<file path="config.mk">
export PLATFORM = sky130hd
export DESIGN_NAME = qvga_fb_line_reader
export DESIGN_NICKNAME = d
export VERILOG_FILES = /design/src/rtl/qvga_fb_line_reader.sv
export SDC_FILE = /design/constraint.sdc
export NUM_CORES = 1
export LEC_CHECK = 0
export CAP_MARGIN = 20
export CORE_UTILIZATION = 50
export DETAILED_ROUTE_END_ITERATION = 6
export PLACE_DENSITY = 0.74
export SLEW_MARGIN = 10
export SYNTH_ARGS = -nofsm -noshare
export SYNTH_HDL_FRONTEND = slang
export SYNTH_SLANG_ARGS = --single-unit
</file>
<file path="constraint.sdc">
create_clock -name vga_clk -period 3 [get_ports vga_clk]
set_clock_uncertainty 0.1 [all_clocks]
set_input_delay 0.3 -clock vga_clk [delete_from_list [all_inputs] [get_ports vga_clk]]
set_output_delay 0.3 -clock vga_clk [all_outputs]
set_load 0.01 [all_outputs]
</file>
<file path="src/rtl/qvga_fb_line_reader.sv">
// qvga_fb_line_reader: fetches one QVGA source line per line_req from a
// synchronous-read frame buffer and streams it as registered RGB444 pixels
// to the 2x bilinear upscaler.
// Ports:
//   vga_clk, reset_n        pixel clock, async active-low reset
//   enable                  upscale mode; low parks the reader in IDLE
//   frame_start, line_req   1-cycle pulses: restart frame / fetch next line
//   fb_rd_en, fb_rd_addr    frame-buffer read strobe and row-major address
//   fb_rd_data              read data, valid RD_LAT cycles after fb_rd_en
//   base_data/valid/sol/eof pixel stream with start-of-line / end-of-frame tags
//   busy, overrun           burst or reads in flight / sticky dropped request
module qvga_fb_line_reader #(
  parameter int unsigned H_PIX   = 320,
  parameter int unsigned V_LINES = 240,
  parameter int unsigned DATA_W  = 12,
  parameter int unsigned ADDR_W  = 17,
  parameter int unsigned RD_LAT  = 1
) (
  input  logic              vga_clk,
  input  logic              reset_n,
  input  logic              enable,
  input  logic              frame_start,
  input  logic              line_req,
  output logic              fb_rd_en,
  output logic [ADDR_W-1:0] fb_rd_addr,
  input  logic [DATA_W-1:0] fb_rd_data,
  output logic [DATA_W-1:0] base_data,
  output logic              base_valid,
  output logic              base_sol,
  output logic              base_eof,
  output logic              busy,
  output logic              overrun
);

  localparam int unsigned X_W = $clog2(H_PIX);
  localparam int unsigned L_W = $clog2(V_LINES);

  typedef enum logic [1:0] {IDLE, READY, BURST, FRAME_DONE} state_t;

  state_t              state, state_n;
  logic [X_W-1:0]      x, x_n;
  logic [L_W-1:0]      line, line_n;
  logic [ADDR_W-1:0]   line_base, line_base_n;
  logic [ADDR_W-1:0]   fb_rd_addr_n;
  logic                pending, pending_n;
  logic                overrun_n;
  logic                fb_rd_en_n;
  logic                busy_n;
  logic [RD_LAT-1:0]   pipe_v, pipe_v_n;
  logic [RD_LAT-1:0]   pipe_sol, pipe_sol_n;
  logic [RD_LAT-1:0]   pipe_eof, pipe_eof_n;
  logic [DATA_W-1:0]   base_data_n;
  logic                base_valid_n, base_sol_n, base_eof_n;

  logic last_rd, last_line, flush;

  assign last_rd   = (state == BURST) && (x == X_W'(H_PIX - 1));
  assign last_line = (line == L_W'(V_LINES - 1));

  // State and datapath registers
  always_ff @(posedge vga_clk or negedge reset_n) begin
    if (!reset_n) begin
      state      <= IDLE;
      x          <= '0;
      line       <= '0;
      line_base  <= '0;
      fb_rd_addr <= '0;
      pending    <= 1'b0;
      overrun    <= 1'b0;
      fb_rd_en   <= 1'b0;
      busy       <= 1'b0;
      pipe_v     <= '0;
      pipe_sol   <= '0;
      pipe_eof   <= '0;
      base_data  <= '0;
      base_valid <= 1'b0;
      base_sol   <= 1'b0;
      base_eof   <= 1'b0;
    end else begin
      state      <= state_n;
      x          <= x_n;
      line       <= line_n;
      line_base  <= line_base_n;
      fb_rd_addr <= fb_rd_addr_n;
      pending    <= pending_n;
      overrun    <= overrun_n;
      fb_rd_en   <= fb_rd_en_n;
      busy       <= busy_n;
      pipe_v     <= pipe_v_n;
      pipe_sol   <= pipe_sol_n;
      pipe_eof   <= pipe_eof_n;
      base_data  <= base_data_n;
      base_valid <= base_valid_n;
      base_sol   <= base_sol_n;
      base_eof   <= base_eof_n;
    end
  end

  // Next-state logic; enable and frame_start override the current state
  always_comb begin
    state_n = state;
    if (!enable) begin
      state_n = IDLE;
    end else if (frame_start) begin
      state_n = line_req ? BURST : READY;
    end else begin
      case (state)
        READY: if (line_req) state_n = BURST;
        BURST: begin
          if (last_rd) begin
            if (last_line)                state_n = FRAME_DONE;
            else if (pending || line_req) state_n = BURST;
            else                          state_n = READY;
          end
        end
        default: state_n = state;
      endcase
    end
  end

  // Counters, request bookkeeping and the read-tag pipeline
  always_comb begin
    x_n          = x;
    line_n       = line;
    line_base_n  = line_base;
    fb_rd_addr_n = fb_rd_addr;
    pending_n    = pending;
    overrun_n    = overrun;
    flush        = 1'b0;

    if (!enable) begin
      pending_n = 1'b0;
      flush     = 1'b1;
    end else if (frame_start) begin
      x_n          = '0;
      line_n       = '0;
      line_base_n  = '0;
      fb_rd_addr_n = '0;
      pending_n    = 1'b0;
      overrun_n    = 1'b0;
      flush        = 1'b1;
    end else begin
      case (state)
        READY: if (line_req) fb_rd_addr_n = line_base;
        BURST: begin
          // One-deep request queue; a request arriving while it is full is lost
          if (line_req) begin
            if (pending) overrun_n = 1'b1;
            else         pending_n = 1'b1;
          end
          if (last_rd) begin
            x_n       = '0;
            pending_n = 1'b0;
            if (!last_line) begin
              line_n       = line + L_W'(1);
              line_base_n  = line_base + ADDR_W'(H_PIX);
              fb_rd_addr_n = line_base + ADDR_W'(H_PIX);
            end
          end else begin
            x_n          = x + X_W'(1);
            fb_rd_addr_n = fb_rd_addr + ADDR_W'(1);
          end
        end
        default: ;
      endcase
    end

    // Tags travel alongside the read so they meet fb_rd_data after RD_LAT cycles
    pipe_v_n      = '0;
    pipe_sol_n    = '0;
    pipe_eof_n    = '0;
    if (!flush) begin
      pipe_v_n[0]   = fb_rd_en;
      pipe_sol_n[0] = fb_rd_en && (x == '0);
      pipe_eof_n[0] = last_rd && last_line;
      for (int i = 1; i < int'(RD_LAT); i++) begin
        pipe_v_n[i]   = pipe_v[i-1];
        pipe_sol_n[i] = pipe_sol[i-1];
        pipe_eof_n[i] = pipe_eof[i-1];
      end
    end
  end

  // Registered output values
  always_comb begin
    fb_rd_en_n   = (state_n == BURST);
    busy_n       = (state_n == BURST) || (|pipe_v_n);
    base_data_n  = base_data;
    base_valid_n = 1'b0;
    base_sol_n   = 1'b0;
    base_eof_n   = 1'b0;
    if (!flush && pipe_v[RD_LAT-1]) begin
      base_data_n  = fb_rd_data;
      base_valid_n = 1'b1;
      base_sol_n   = pipe_sol[RD_LAT-1];
      base_eof_n   = pipe_eof[RD_LAT-1];
    end
  end

endmodule

</file>
==> results.yml <==
outcome:
  status: "finished clean"
critical_path:
  cp.arrival_ns: 2.63
  worstReg2RegEnd: "line[6]$_DFFE_PN0P_"
  critPathCapture: "line[6]$_DFFE_PN0P_"
  cp_max_fo: 31
  path_buf_inv: 1
  cp.depth: 7
  slowest_delay_ns: 0.48
  reg2reg_depth: 7
  critPathKind: "reg2reg"
  path_cells: "ha_1 > nand4bb_4 > nor3_4 > a31oi_2 > buf_4 > or4_1 > a21oi_1"
  cp-startpoint: "x[1]$_DFFE_PN0P_"
  cp_data_required_time_ns: 3.17
  r2r_setup_slack_ns: 0.54
  rr_startpoint: "x[1]$_DFFE_PN0P_"
  critPathTopFamily: "simple AND/OR/NAND/NOR gates"
  endpoint_kind: "register"
  crit_slowest_cell: "or4_1"
  start_kind: "register"
cts:
  ctsRootBufferMaster: "clkbuf_8"
  postCtsSetupBuffers: 0
  cts_resized: 0
  clockBufferDepth: 2
  clkTransAtPathRegs_ns: 0.08
  cts_tree: "built"
  clock_latency_ns: 0.34
  clkSinkCount: 69
  h-tree-depth: 3
  numCtsBuffers: 9
  holdBufCountCts: 1
detailed_routing:
  final_antenna_net_count: 0
  wire_per_inst_um: 17.5
  vias_per_cell: 6.16
  dr.pass1.iters: 5
  drcViolationCount: 0
  vias: 3468
  wl_mm: 9.87
  drtIter0Drc: 232
finish:
  fin_nets: 483
  ff_latch_area_sq_um: 1730
  n_antenna_cell: 0
  area_growth_pct: 21.9
  fillers: 592
  drive_gt1_share_pct: 12.1
  multiInputGateArea_sq_um: 1950
synthesis:
  avgSynthCellArea_sq_um: 9.47
  ys_types: 69
  syn-num-nets: 430
  synth-main-ff-cell: "dfrtp_1"
  ys_seq_area_share_pct: 44.9
  netlist.area_leader.share_pct: 44.9
  yosysTopAreaCell: "dfrtp_1"
  yosysWarnings: 0
  async_flop_share_pct: 100
  netlist_instances: 406
  yosys-top-cells-area: "dfrtp_1 45%, mux2_2 4.1%, a21oi_1 3.3%, nand2_1 3.1%, nor2_1 3.1%"
  syn_area_sq_um: 3840
  synth_edf_count: 0
  ys_ff_latch: 69
pwr:
  vdd_drop_max_v: 0.000290
  p_leak_nw: 1.95
  p_per_area_nw_per_um2: 538
timing:
  min_period_ns: 2.46
  fin_crit_sh_pct: 81.9
  finalMaxSlewViolations: 0
  rsz0062_at_grt: "false"
  tightest_slew_ns: 0.769
  fin_ws_ns: 0.542
  hold_viol: 0
  fmax_mhz: 407
  setup_tns_ns: 0
  max_slew_margin_pct: 48.7
  setup_viol_count_final: 0
grt:
  grt_overflow: 0
  first_global_vias: 3296
  grt_pass1_wl_mm: 16.2
  grt_max_degree: 39
  grt_usage_pct: 26.8
  antenna_found_initial: 0
run:
  cap_violations: 0
die:
  start_util_pct: 52.4
  rows: 31
  die_area_sq_um: 8040
  core-area_sq_um: 7330
  io_pins: 52
  die_w_um: 89.7
  die_h_um: 89.7
placement:
  gp_congestion: 0.957
  hpwlAfterDp_mm: 6.92
  dp_slack_ns: 0.603
  port_buffers: 51
worst_hold_path:
  hold_path.class: "reg2reg"
[report_power, final]
part	switching (mW)	total, mW	internal, mW
combinational	0.273	0.575	0.301
clock	0.359	0.741	0.383
sequential	0.165	1.21	1.04
[worst register-to-register path: stages (launching register included)]
cell       delay [ns]
dfrtp_1          0.40
ha_1             0.31
nand4bb_4        0.17
nor3_4           0.41
a31oi_2          0.14
buf_4            0.24
or4_1            0.48
a21oi_1          0.15
[stage by stage]
stage	power [mW]	hold slack, ns	std cells	area (sq um)	utilization, %
2_1_floorplan	1.52	-0.0956	406	3840	-
4_1_cts	2.53	0.398	563	4690	64.0
5_1_grt	2.67	0.406	563	4690	64.0
3_5_place_dp	1.78	0.324	546	4490	61.2
3_3_place_gp	1.77	0.306	546	4490	61.2
6_report	2.52	0.393	563	4690	64.0
[per-layer routing]
metal	GRT usage, %	wire length [um]	up-vias
met2	40.5	4470	118
met5	0	0	-
met1	37.9	4600	1699
li1	-	-	1628
met3	6.12	596	23
met4	9.38	205	0
[registers in the layout (all words and copies together), names as in the netlist]
name	count
base_sol	1
pipe_v	1
pending	1
state	2
pipe_sol	1
line_base	11
fb_rd_addr	17
busy	1
base_eof	1
x	9
fb_rd_en	1
pipe_eof	1
overrun	1
base_valid	1
base_data	12
line	8
[placed cells by master (no fill, tap or decap), types with 9 or more instances in the layout]
cell,n
nor4_1,11
o21ai_0,23
dfrtp_1,69
mux2_2,14
buf_4,13
and3_1,10
a21oi_1,25
nand2_1,32
clkdlybuf4s50_1,50
nand3_1,22
inv_1,16
nor2_1,32
clkbuf_8,9
[synth_stat cells, types with 3 or more instances]
master,number
dfrtp_1,69
nand3_1,22
a211oi_1,4
nand4_1,8
nor2_1,32
mux2_2,14
o31ai_1,6
and3_1,10
a2bb2oi_1,5
ha_1,7
and2_0,4
nor3_1,8
a221o_1,3
nand2_1,32
a31oi_1,6
a21o_1,4
a311o_1,5
or4_1,3
a21oi_1,25
o21ai_0,23
or3_1,7
inv_1,16
nor4_1,11
xor2_1,6
buf_2,11
clkbuf_1,10
nor2b_1,3
[cell families (layout without fill, tap and decap cells)]
kind of cell    count (synthesis)  count (layout)  synth area share [%]
simple gates                  157             157                  22.4
compound gates                109             109                  19.7
flops                          69              69                  44.9
buf+inv                        40              98                  4.30
mux                            16              16                  4.62
xor+xnor                        8               8                  1.82
fa+ha+maj                       7               7                  2.28
[cell type report]
| type | count | share of cell area (%) |
|---|---|---|
| Timing Repair Buffer | 66 | 13.5 |
| Sequential cell | 69 | 36.8 |
| Multi-Input combinational cell | 297 | 41.7 |
| Clock buffer | 10 | 2.72 |
| Clock inverter | 6 | 1.36 |
| Tap cell | 99 | 2.64 |
| Inverter | 16 | 1.28 |
[how the worst min path moves through the flow]
| stage | start | endpoint | slack [ns] | cells after the start |
|---|---|---|---|---|
| finish | pipe_eof$_DFF_PN0_ | base_eof$_DFF_PN0_ | 0.39 | 1 |
| global route | pipe_eof$_DFF_PN0_ | base_eof$_DFF_PN0_ | 0.41 | 1 |
| CTS | pipe_eof$_DFF_PN0_ | base_eof$_DFF_PN0_ | 0.40 | 1 |
| detailed placement | reset_n | base_data[11]$_DFFE_PN0P_ | 0.32 | 1 |
| global placement | reset_n | base_data[11]$_DFFE_PN0P_ | 0.31 | 1 |
| floorplan | reset_n | base_data[0]$_DFFE_PN0P_ | -0.1 | 0 |
No activity file was read; power rests on OpenSTA's default activity.
